[config.mk]
export PLATFORM = sky130hd
export DESIGN_NAME = seq_divider
export DESIGN_NICKNAME = d
export VERILOG_FILES = /design/src/rtl/arith_pkg.sv /design/src/rtl/div_step.sv /design/src/rtl/full_adder.sv /design/src/rtl/seq_divider.sv
export SDC_FILE = /design/constraint.sdc
export NUM_CORES = 1
export LEC_CHECK = 0
export ABC_CLOCK_PERIOD_IN_PS = 7900
export CAP_MARGIN = 20
export CELL_PAD_IN_SITES_DETAIL_PLACEMENT = 2
export CELL_PAD_IN_SITES_GLOBAL_PLACEMENT = 2
export CORE_MARGIN = 5
export CORE_UTILIZATION = 24
export CTS_BUF_LIST = sky130_fd_sc_hd__clkbuf_4 sky130_fd_sc_hd__clkbuf_8 sky130_fd_sc_hd__clkbuf_16
export CTS_CLUSTER_SIZE = 12
export DETAILED_ROUTE_END_ITERATION = 10
export PLACE_DENSITY = 0.64
export RECOVER_POWER = 100
export SYNTH_ARGS = -nofsm -noshare
export SYNTH_HDL_FRONTEND = slang
export SYNTH_HIERARCHICAL = 1
export SYNTH_SLANG_ARGS = --single-unit
export TNS_END_PERCENT = 1
[constraint.sdc]
create_clock -name clk -period 7.9 [get_ports clk]
set_input_delay 0.79 -clock clk [delete_from_list [all_inputs] [get_ports clk]]
set_output_delay 0.79 -clock clk [all_outputs]
set_load 0.02 [all_outputs]
[src/rtl/arith_pkg.sv]
// Shared arithmetic datapath definitions: divider FSM state encoding and the default operand width.
package arith_pkg;

  typedef enum logic [1:0] {
    IDLE = 2'd0,
    RUN  = 2'd1,
    DONE = 2'd2
  } div_state_t;

  localparam int DIV_WIDTH = 4;

endpackage

[src/rtl/div_step.sv]
// One combinational restoring-division step: shift in the next dividend bit,
// trial-subtract the divisor, and keep or restore the partial remainder.
module div_step
  import arith_pkg::*;
#(
  parameter int WIDTH = DIV_WIDTH
) (
  input  logic [WIDTH-1:0] rem_in,
  input  logic             dvd_bit,
  input  logic [WIDTH-1:0] divisor,
  output logic [WIDTH-1:0] rem_out,
  output logic             q_bit
);

  logic [WIDTH:0]   shifted;
  logic [WIDTH-1:0] sub_b;
  logic [WIDTH-1:0] diff;
  logic [WIDTH:0]   carry;

  // rem_in is always below the divisor, so the WIDTH+1-bit shifted value holds it exactly.
  assign shifted  = {rem_in, dvd_bit};
  assign sub_b    = ~divisor;
  assign carry[0] = 1'b1;

  for (genvar gi = 0; gi < WIDTH; gi++) begin : g_sub
    full_adder u_fa (
      .a    (shifted[gi]),
      .b    (sub_b[gi]),
      .cin  (carry[gi]),
      .sum  (diff[gi]),
      .cout (carry[gi+1])
    );
  end

  // Top subtractor bit sees an inverted zero (b=1), so its carry-out reduces to a|cin:
  // carry-out set means no borrow, i.e. the trial difference is non-negative.
  assign q_bit   = shifted[WIDTH] | carry[WIDTH];
  assign rem_out = q_bit ? diff : shifted[WIDTH-1:0];

endmodule

[src/rtl/full_adder.sv]
// One-bit full adder cell, the building block of the ripple subtractor in div_step.
module full_adder (
  input  logic a,
  input  logic b,
  input  logic cin,
  output logic sum,
  output logic cout
);

  assign sum  = a ^ b ^ cin;
  assign cout = (a & b) | (a & cin) | (b & cin);

endmodule

[src/rtl/seq_divider.sv]
// Multi-cycle unsigned restoring divider, one quotient bit per clock behind a start/done handshake.
module seq_divider
  import arith_pkg::*;
#(
  parameter int WIDTH = DIV_WIDTH
) (
  input  logic             clk,
  input  logic             rst,
  input  logic             start,
  input  logic [WIDTH-1:0] dividend,
  input  logic [WIDTH-1:0] divisor,
  output logic             busy,
  output logic             done,
  output logic [WIDTH-1:0] quotient,
  output logic [WIDTH-1:0] remainder,
  output logic             div_by_zero
);

  localparam int CW = (WIDTH > 2) ? $clog2(WIDTH) : 1;

  div_state_t       state, state_next;
  logic [CW-1:0]    cnt;
  logic [WIDTH-1:0] aq;
  logic [WIDTH-1:0] dvs;
  logic [WIDTH-1:0] prem;
  logic             zero_div;
  logic             accept, step, finish;
  logic [WIDTH-1:0] rem_next;
  logic             q_bit;

  div_step #(.WIDTH(WIDTH)) u_step (
    .rem_in  (prem),
    .dvd_bit (aq[WIDTH-1]),
    .divisor (dvs),
    .rem_out (rem_next),
    .q_bit   (q_bit)
  );

  always_ff @(posedge clk or posedge rst) begin
    if (rst) state <= IDLE;
    else     state <= state_next;
  end

  always_comb begin
    state_next = state;
    accept     = 1'b0;
    step       = 1'b0;
    finish     = 1'b0;
    unique case (state)
      IDLE: begin
        if (start) begin
          accept     = 1'b1;
          state_next = RUN;
        end
      end
      RUN: begin
        step = 1'b1;
        if (cnt == '0) begin
          finish     = 1'b1;
          state_next = DONE;
        end
      end
      DONE: begin
        if (start) begin
          accept     = 1'b1;
          state_next = RUN;
        end else begin
          state_next = IDLE;
        end
      end
      default: state_next = IDLE;
    endcase
  end

  // Counter and registered handshake/result outputs; a zero divisor spends a single
  // RUN cycle so its done pulse lands one edge after capture.
  always_ff @(posedge clk or posedge rst) begin
    if (rst) begin
      cnt         <= '0;
      busy        <= 1'b0;
      done        <= 1'b0;
      quotient    <= '0;
      remainder   <= '0;
      div_by_zero <= 1'b0;
    end else begin
      busy <= (state_next == RUN);
      done <= (state_next == DONE);
      if (accept) begin
        cnt <= (divisor == '0) ? '0 : CW'(WIDTH - 1);
      end else if (step) begin
        cnt <= cnt - CW'(1);
      end
      if (finish) begin
        if (zero_div) begin
          quotient    <= '1;
          remainder   <= aq;
          div_by_zero <= 1'b1;
        end else begin
          quotient    <= {aq[WIDTH-2:0], q_bit};
          remainder   <= rem_next;
          div_by_zero <= 1'b0;
        end
      end
    end
  end

  // Operand/quotient datapath: the dividend shifts out of aq's MSB while quotient bits enter its LSB.
  always_ff @(posedge clk) begin
    if (accept) begin
      aq       <= dividend;
      dvs      <= divisor;
      prem     <= '0;
      zero_div <= (divisor == '0);
    end else if (step) begin
      aq   <= {aq[WIDTH-2:0], q_bit};
      prem <= rem_next;
    end
  end

endmodule

==> run_results.csv, run 1 <==
group,metric,value,unit
timing,slew_viol_final,0,
routing,dr_wl_met2,1.41,mm
setup_path,cp_max_fo,5,
routing,viasPerCell,4.12,
clock_tree,cts_setup_buffers,0,
power,power.switching,0.000244,W
clock_tree,cts_resized,0,
power,seqPwrFrac,40.9,%
clock_tree,cts_hold_buf,0,
timing,worst_slack,4.67,ns
clock_tree,clk_latency,0.28,ns
synth,yosysWarningCount,6,
clock_tree,path_clk_slew,0.10,ns
timing,hold_violations,0,
routing,wl,2.72,mm
routing,drtIter0Drc,16,
layout,area_delta_synth_final,26.0,%
setup_path,path_cells,"fa_1 -> fa_1 -> fa_1 -> fa_1 -> nor2_1 -> mux2_1 -> mux2i_1 -> o21ai_0",
timing,fmax,309,MHz
clock_tree,numCtsBuffers,3,
min_path,hold_path.class,"register to register",
routing,vias,796,
routing,detail-route-antenna-nets,0,
floorplan,coreArea,5070,um^2
global_routing,grt-ovfl-total,0,
global_routing,antenna_found_initial,0,
layout,layout_common_cells,"dlygate4sd3_1, dfrtp_1, inv_1",
floorplan,pin_count,22,
power,peakVddDrop,0.000112,V
clock_tree,numClockSinks,28,
setup_path,max_stage_delay,0.45,ns
place,io_buffers,21,
setup_path,reg2reg_slack,4.67,ns
setup_path,worst-endpoint-required,8.05,ns
setup_path,path_class,"register to register",
floorplan,die_width,82.1,um
clock_tree,root_buffer,"clkbuf_8",
global_routing,grt_pass1_wl,4.57,mm
routing,wl_met1,1.16,mm
layout,num-nets-final,140,
place,dp_hpwl,2.11,mm
clock_tree,tritoncts,"yes",
synth,syn_nets,117,
routing,routed.top_layer,"met4",
synth,synth-seq-area-share,58.1,%
layout,mostFrequentLayoutCell,"dlygate4sd3_1",
timing,finClkSkew,0.00512,ns
synth,syn-cell-area,1250,um^2
global_routing,grt_max_degree,20,
timing,rsz0062_at_grt,"false",
synth,yosys_register_bits,28,
layout,num_antenna_cells,0,
setup_path,cp.arrival,3.38,ns
floorplan,dieArea,6750,um^2
setup_path,worstSetupEndpointType,"register",
layout,drive_above_1_share,7.32,%
timing,setup_viol,0,
flow_run,cap_viol_max_count,0,
timing,slew_headroom,59.0,%
power,sw_frac_of_total,38.0,%
power,p_int,0.000400,W
global_routing,grt_pass1_vias,925,
synth,synth.distinct_cells,24,
routing,first_pass_iters,4,
timing,finalCriticalPeriod,3.23,ns
power,power_frac_comb,44.8,%
global_routing,grt_use_total,9.12,%
place,dp_slack,4.78,ns
place,gp_congestion,0.804,
routing,wl_per_cell,14.1,um
setup_path,slowest_stage,"edfxtp_1",
layout,final_cells,193,
power,p_per_area,410,nW/um^2
setup_path,critical_path.most_common_cell,"fa_1",
power,p_leak,0.693,nW
place,dpl.cell_count,188,
floorplan,die_h,82.1,um
timing,tightestPinTransition,0.613,ns
floorplan,row_count,26,
floorplan,initial_core_util,24.6,%
routing,post-route-drc-count,0,
setup_path,cp-start-kind,"register",
timing,finalSetupTns,0,ns
outcome,status,"completed",
routing,wl_met3,92,um
clock_tree,htree_levels,1,
timing,fin_crit_sh,40.9,%
synth,synthCells,101,
power,p_clk_share,14.3,%
clock_tree,clock_path_buffers,2,
synth,synth_area_per_cell,12.4,um^2
==> per-layer routing <==
layer  track usage (%)  vias up
met2              15.1       14
met1              11.4      397
met4              3.99        0
li1                  -      380
met3              1.95        5
met5                 0        -
==> per-stage QoR <==
step	power (W)	hold WS (ns)	cell area (um^2)	util, %
3_3_place_gp	0.000573	0.462	1530	30.1
5_1_grt	0.000704	0.502	1570	31.0
4_1_cts	0.000688	0.504	1580	31.2
2_1_floorplan	0.000471	0.480	1250	-
3_5_place_dp	0.000591	0.476	1530	30.1
6_report	0.000644	0.487	1570	31.0
==> cell usage after synthesis, drive strengths merged <==
library cell  number  share of area, %
dfrtp             15                30
inv               12               3.6
edfxtp             9                22
mux2               9               8.1
nand2              9               2.7
o21ai              9               3.6
nor2               7               2.9
a22o               4               2.8
dfxtp              4               6.4
fa                 4               6.4
mux2i              4               3.2
buf                3               1.2
nor2b              2               1.0
o21bai             2               1.2
a221o              1              0.80
clkbuf             1              0.30
conb               1              0.30
ha                 1               1.0
nand2b             1              0.50
nand3b             1              0.60
or4                1              0.90
xnor2              1              0.70
==> cell families after synthesis <==
kind of cell / share of synthesized area, %
buf+inv: 5.11
compound gates: 8.42
flops: 58.1
fa+ha+maj: 7.41
simple gates: 8.62
mux: 11.3
other cells: 0.300
xor+xnor: 0.702
==> path summary, 6_finish.rpt <==
path                          from           end  depth (start not counted)
setup / recovery             aq[3]  remainder[3]                          8
min in group asynchronous      rst      state[1]                          2
setup reg to reg             aq[3]  remainder[3]                          8
hold / removal             prem[3]       prem[3]                          1
hold reg to reg            prem[3]       prem[3]                          1
max in group asynchronous      rst  remainder[2]                          2
==> layout make-up <==
| type | count | area, um^2 |
|---|---|---|
| flip-flops and latches | 28 | 726 |
| clock buffers | 4 | 55.1 |
| well taps | 70 | 87.6 |
| fillers | 590 | 3500 |
| multi-input cells | 57 | 445 |
| repair buffers | 22 | 214 |
| inverters | 12 | 45.0 |
==> state kept, by name, summed over array words and instances, names as in the netlist <==
register / count
aq: 4
busy: 1
cnt: 2
div_by_zero: 1
done: 1
dvs: 4
prem: 4
quotient: 4
remainder: 4
state: 2
zero_div: 1
==> power groups by stage <==
| stage | Combinational, W | Clock [W] | Sequential [W] |
|---|---|---|---|
| finish | 0.000289 | 0.0000918 | 0.000264 |
| global route | 0.000326 | 0.000103 | 0.000275 |
| CTS | 0.000322 | 0.0000967 | 0.000269 |
| detailed placement | 0.000319 | 0 | 0.000272 |
| global placement | 0.000306 | 0 | 0.000267 |
| floorplan | 0.000180 | 0 | 0.000291 |
==> worst max-delay path, delay by kind of cell, from the launching register on <==
family | cells | cell delay (ns)
adder cells (fa/ha/maj) | 4 | 1.64
multiplexers | 2 | 0.58
flip-flops | 1 | 0.45
AND/OR/NAND/NOR | 1 | 0.33
AO/OA/AOI/OAI | 1 | 0.10
(Power assumes the default switching activity.)
==> run 2, diff against run 1 <==
Settings changed: ABC_CLOCK_PERIOD_IN_PS 7900 to 3130.
Clock period 7.9 ns to 3.13 ns, I/O delays scaled along.
==> run_results.csv, run 2 (synthesis gave the netlist of run 1 again) <==
group,metric,value,unit
floorplan,die_h,82.1,um
routing,detail-route-antenna-nets,0,
global_routing,grt_pass1_vias,933,
global_routing,grt-ovfl-total,0,
place,dp_hpwl,2.15,mm
timing,rsz0062_at_grt,"false",
setup_path,worstSetupEndpointType,"register",
setup_path,slowest_stage,"fa_1",
layout,mostFrequentLayoutCell,"dlygate4sd3_1",
clock_tree,numCtsBuffers,3,
setup_path,path_class,"register to register",
power,p_leak,0.707,nW
power,peakVddDrop,0.000370,V
clock_tree,htree_levels,1,
outcome,status,"completed",
power,finalPower,0.00172,W
routing,viasPerCell,4.17,
clock_tree,tritoncts,"yes",
layout,layout_common_cells,"dlygate4sd3_1, dfrtp_1, inv_1",
timing,finalCriticalPeriod,2.96,ns
setup_path,max_stage_delay,0.45,ns
routing,vias,814,
global_routing,grt_pass1_wl,4.64,mm
place,gp_congestion,0.812,
timing,setup_viol,0,
place,dpl.cell_count,189,
global_routing,antenna_found_initial,0,
timing,finClkSkew,0.0109,ns
global_routing,grt_use_total,9.31,%
timing,finalSetupTns,0,ns
setup_path,critical_path.most_common_cell,"fa_1",
routing,drtIter0Drc,13,
min_path,hold_path.class,"register to register",
min_path,hold_end,"remainder[3]",
routing,post-route-drc-count,0,
routing,wl_met3,96,um
layout,final_cells,195,
setup_path,rr_endpoint,"remainder[3]",
layout,drive_above_1_share,11.2,%
timing,tightestPinTransition,0.677,ns
min_path,hold_depth,2,
clock_tree,clk_latency,0.28,ns
setup_path,cp.buffers_inverters,0,
floorplan,coreArea,5070,um^2
clock_tree,cts_hold_buf,0,
flow_run,cap_viol_max_count,0,
setup_path,reg2reg_depth,8,
routing,wl,2.88,mm
clock_tree,path_clk_slew,0.10,ns
floorplan,initial_core_util,24.6,%
timing,fin_crit_sh,94.7,%
min_path,min_from,"remainder[3]",
setup_path,worst-endpoint-required,3.27,ns
timing,slew_viol_final,0,
setup_path,reg2reg_from,"aq[3]",
layout,regArea,726,um^2
layout,multi_input_comb_area,455,um^2
floorplan,row_count,26,
routing,first_pass_iters,3,
setup_path,cp.arrival,3.10,ns
routing,routed.top_layer,"met4",
setup_path,critical_path.top_delay_family,"adder cells",
layout,num_antenna_cells,0,
place,io_buffers,21,
setup_path,cp-start-kind,"register",
global_routing,grt_max_degree,20,
power,p_per_area,1070,nW/um^2
setup_path,cp_max_fo,5,
setup_path,reg2reg_slack,0.17,ns
timing,slew_headroom,54.9,%
floorplan,pin_count,22,
layout,area_delta_synth_final,28.9,%
layout,fin_util,31.7,%
routing,wl_per_cell,14.8,um
timing,fmax,337,MHz
clock_tree,root_buffer,"clkbuf_8",
floorplan,dieArea,6750,um^2
clock_tree,numClockSinks,28,
layout,num-nets-final,142,
clock_tree,clock_path_buffers,2,
timing,hold_violations,0,
floorplan,die_width,82.1,um
layout,fillers,583,
setup_path,path_cells,"fa_1 -> fa_1 -> fa_1 -> fa_2 -> nor2_4 -> mux2_2 -> mux2i_1 -> o21ai_0",
routing,wl_met1,1.19,mm
routing,dr_wl_met2,1.58,mm
[run 2: per-layer routing]
| metal | vias to the layer above | global-route usage (%) |
|---|---|---|
| li1 | 384 | - |
| met3 | 2 | 1.74 |
| met2 | 11 | 16.9 |
| met5 | - | 0 |
| met1 | 417 | 10.8 |
| met4 | 0 | 3.49 |
[run 2: how the worst max path moves through the flow]
stage          startpoint            to  slack [ns]  depth (start not counted)
4_1_cts             aq[3]  remainder[3]       0.004                          8
5_1_grt             aq[3]  remainder[3]       0.002                          8
3_5_place_dp        aq[3]  remainder[3]        0.04                          8
3_3_place_gp        aq[3]  remainder[3]        0.17                          8
2_1_floorplan       aq[3]       prem[1]        0.29                          7
6_report            aq[3]  remainder[3]        0.17                          8
[run 2: layout make-up]
cell class              count  area share, %
flip-flops and latches     28           45.1
multi-input cells          57           28.3
repair buffers             24           14.2
well taps                  70           5.44
clock buffers               4           4.12
inverters                  12           2.80
[run 2: worst register-to-register path, cell delays in order (launching register included)]
cell and delay [ns]:
edfxtp_1 0.43, fa_1 0.45, fa_1 0.40, fa_1 0.40, fa_2 0.37, nor2_4 0.16
mux2_2 0.38, mux2i_1 0.15, o21ai_0 0.09
[run 2: through the flow]
| stage | setup slack, ns | hold slack, ns | area (um^2) |
|---|---|---|---|
| 3_3_place_gp | 0.170 | 0.461 | 1540 |
| 3_5_place_dp | 0.0441 | 0.477 | 1540 |
| 6_report | 0.167 | 0.486 | 1610 |
| 5_1_grt | 0.00165 | 0.526 | 1610 |
| 4_1_cts | 0.00364 | 0.418 | 1600 |
| 2_1_floorplan | 0.291 | 0.214 | 1250 |
[run 2: timing repair]
action                     in CTS  in global routing
gates resized for setup         0                  1
buffers inserted                0                  2
setup endpoints to repair       0                  5
[run 2: power by group]
part | switching [W] | internal, W | total (W)
combinational | 0.000423 | 0.000365 | 0.000787
sequential | 0.000109 | 0.000561 | 0.000669
clock | 0.000125 | 0.000139 | 0.000265
total | 0.000657 | 0.00106 | 0.00172
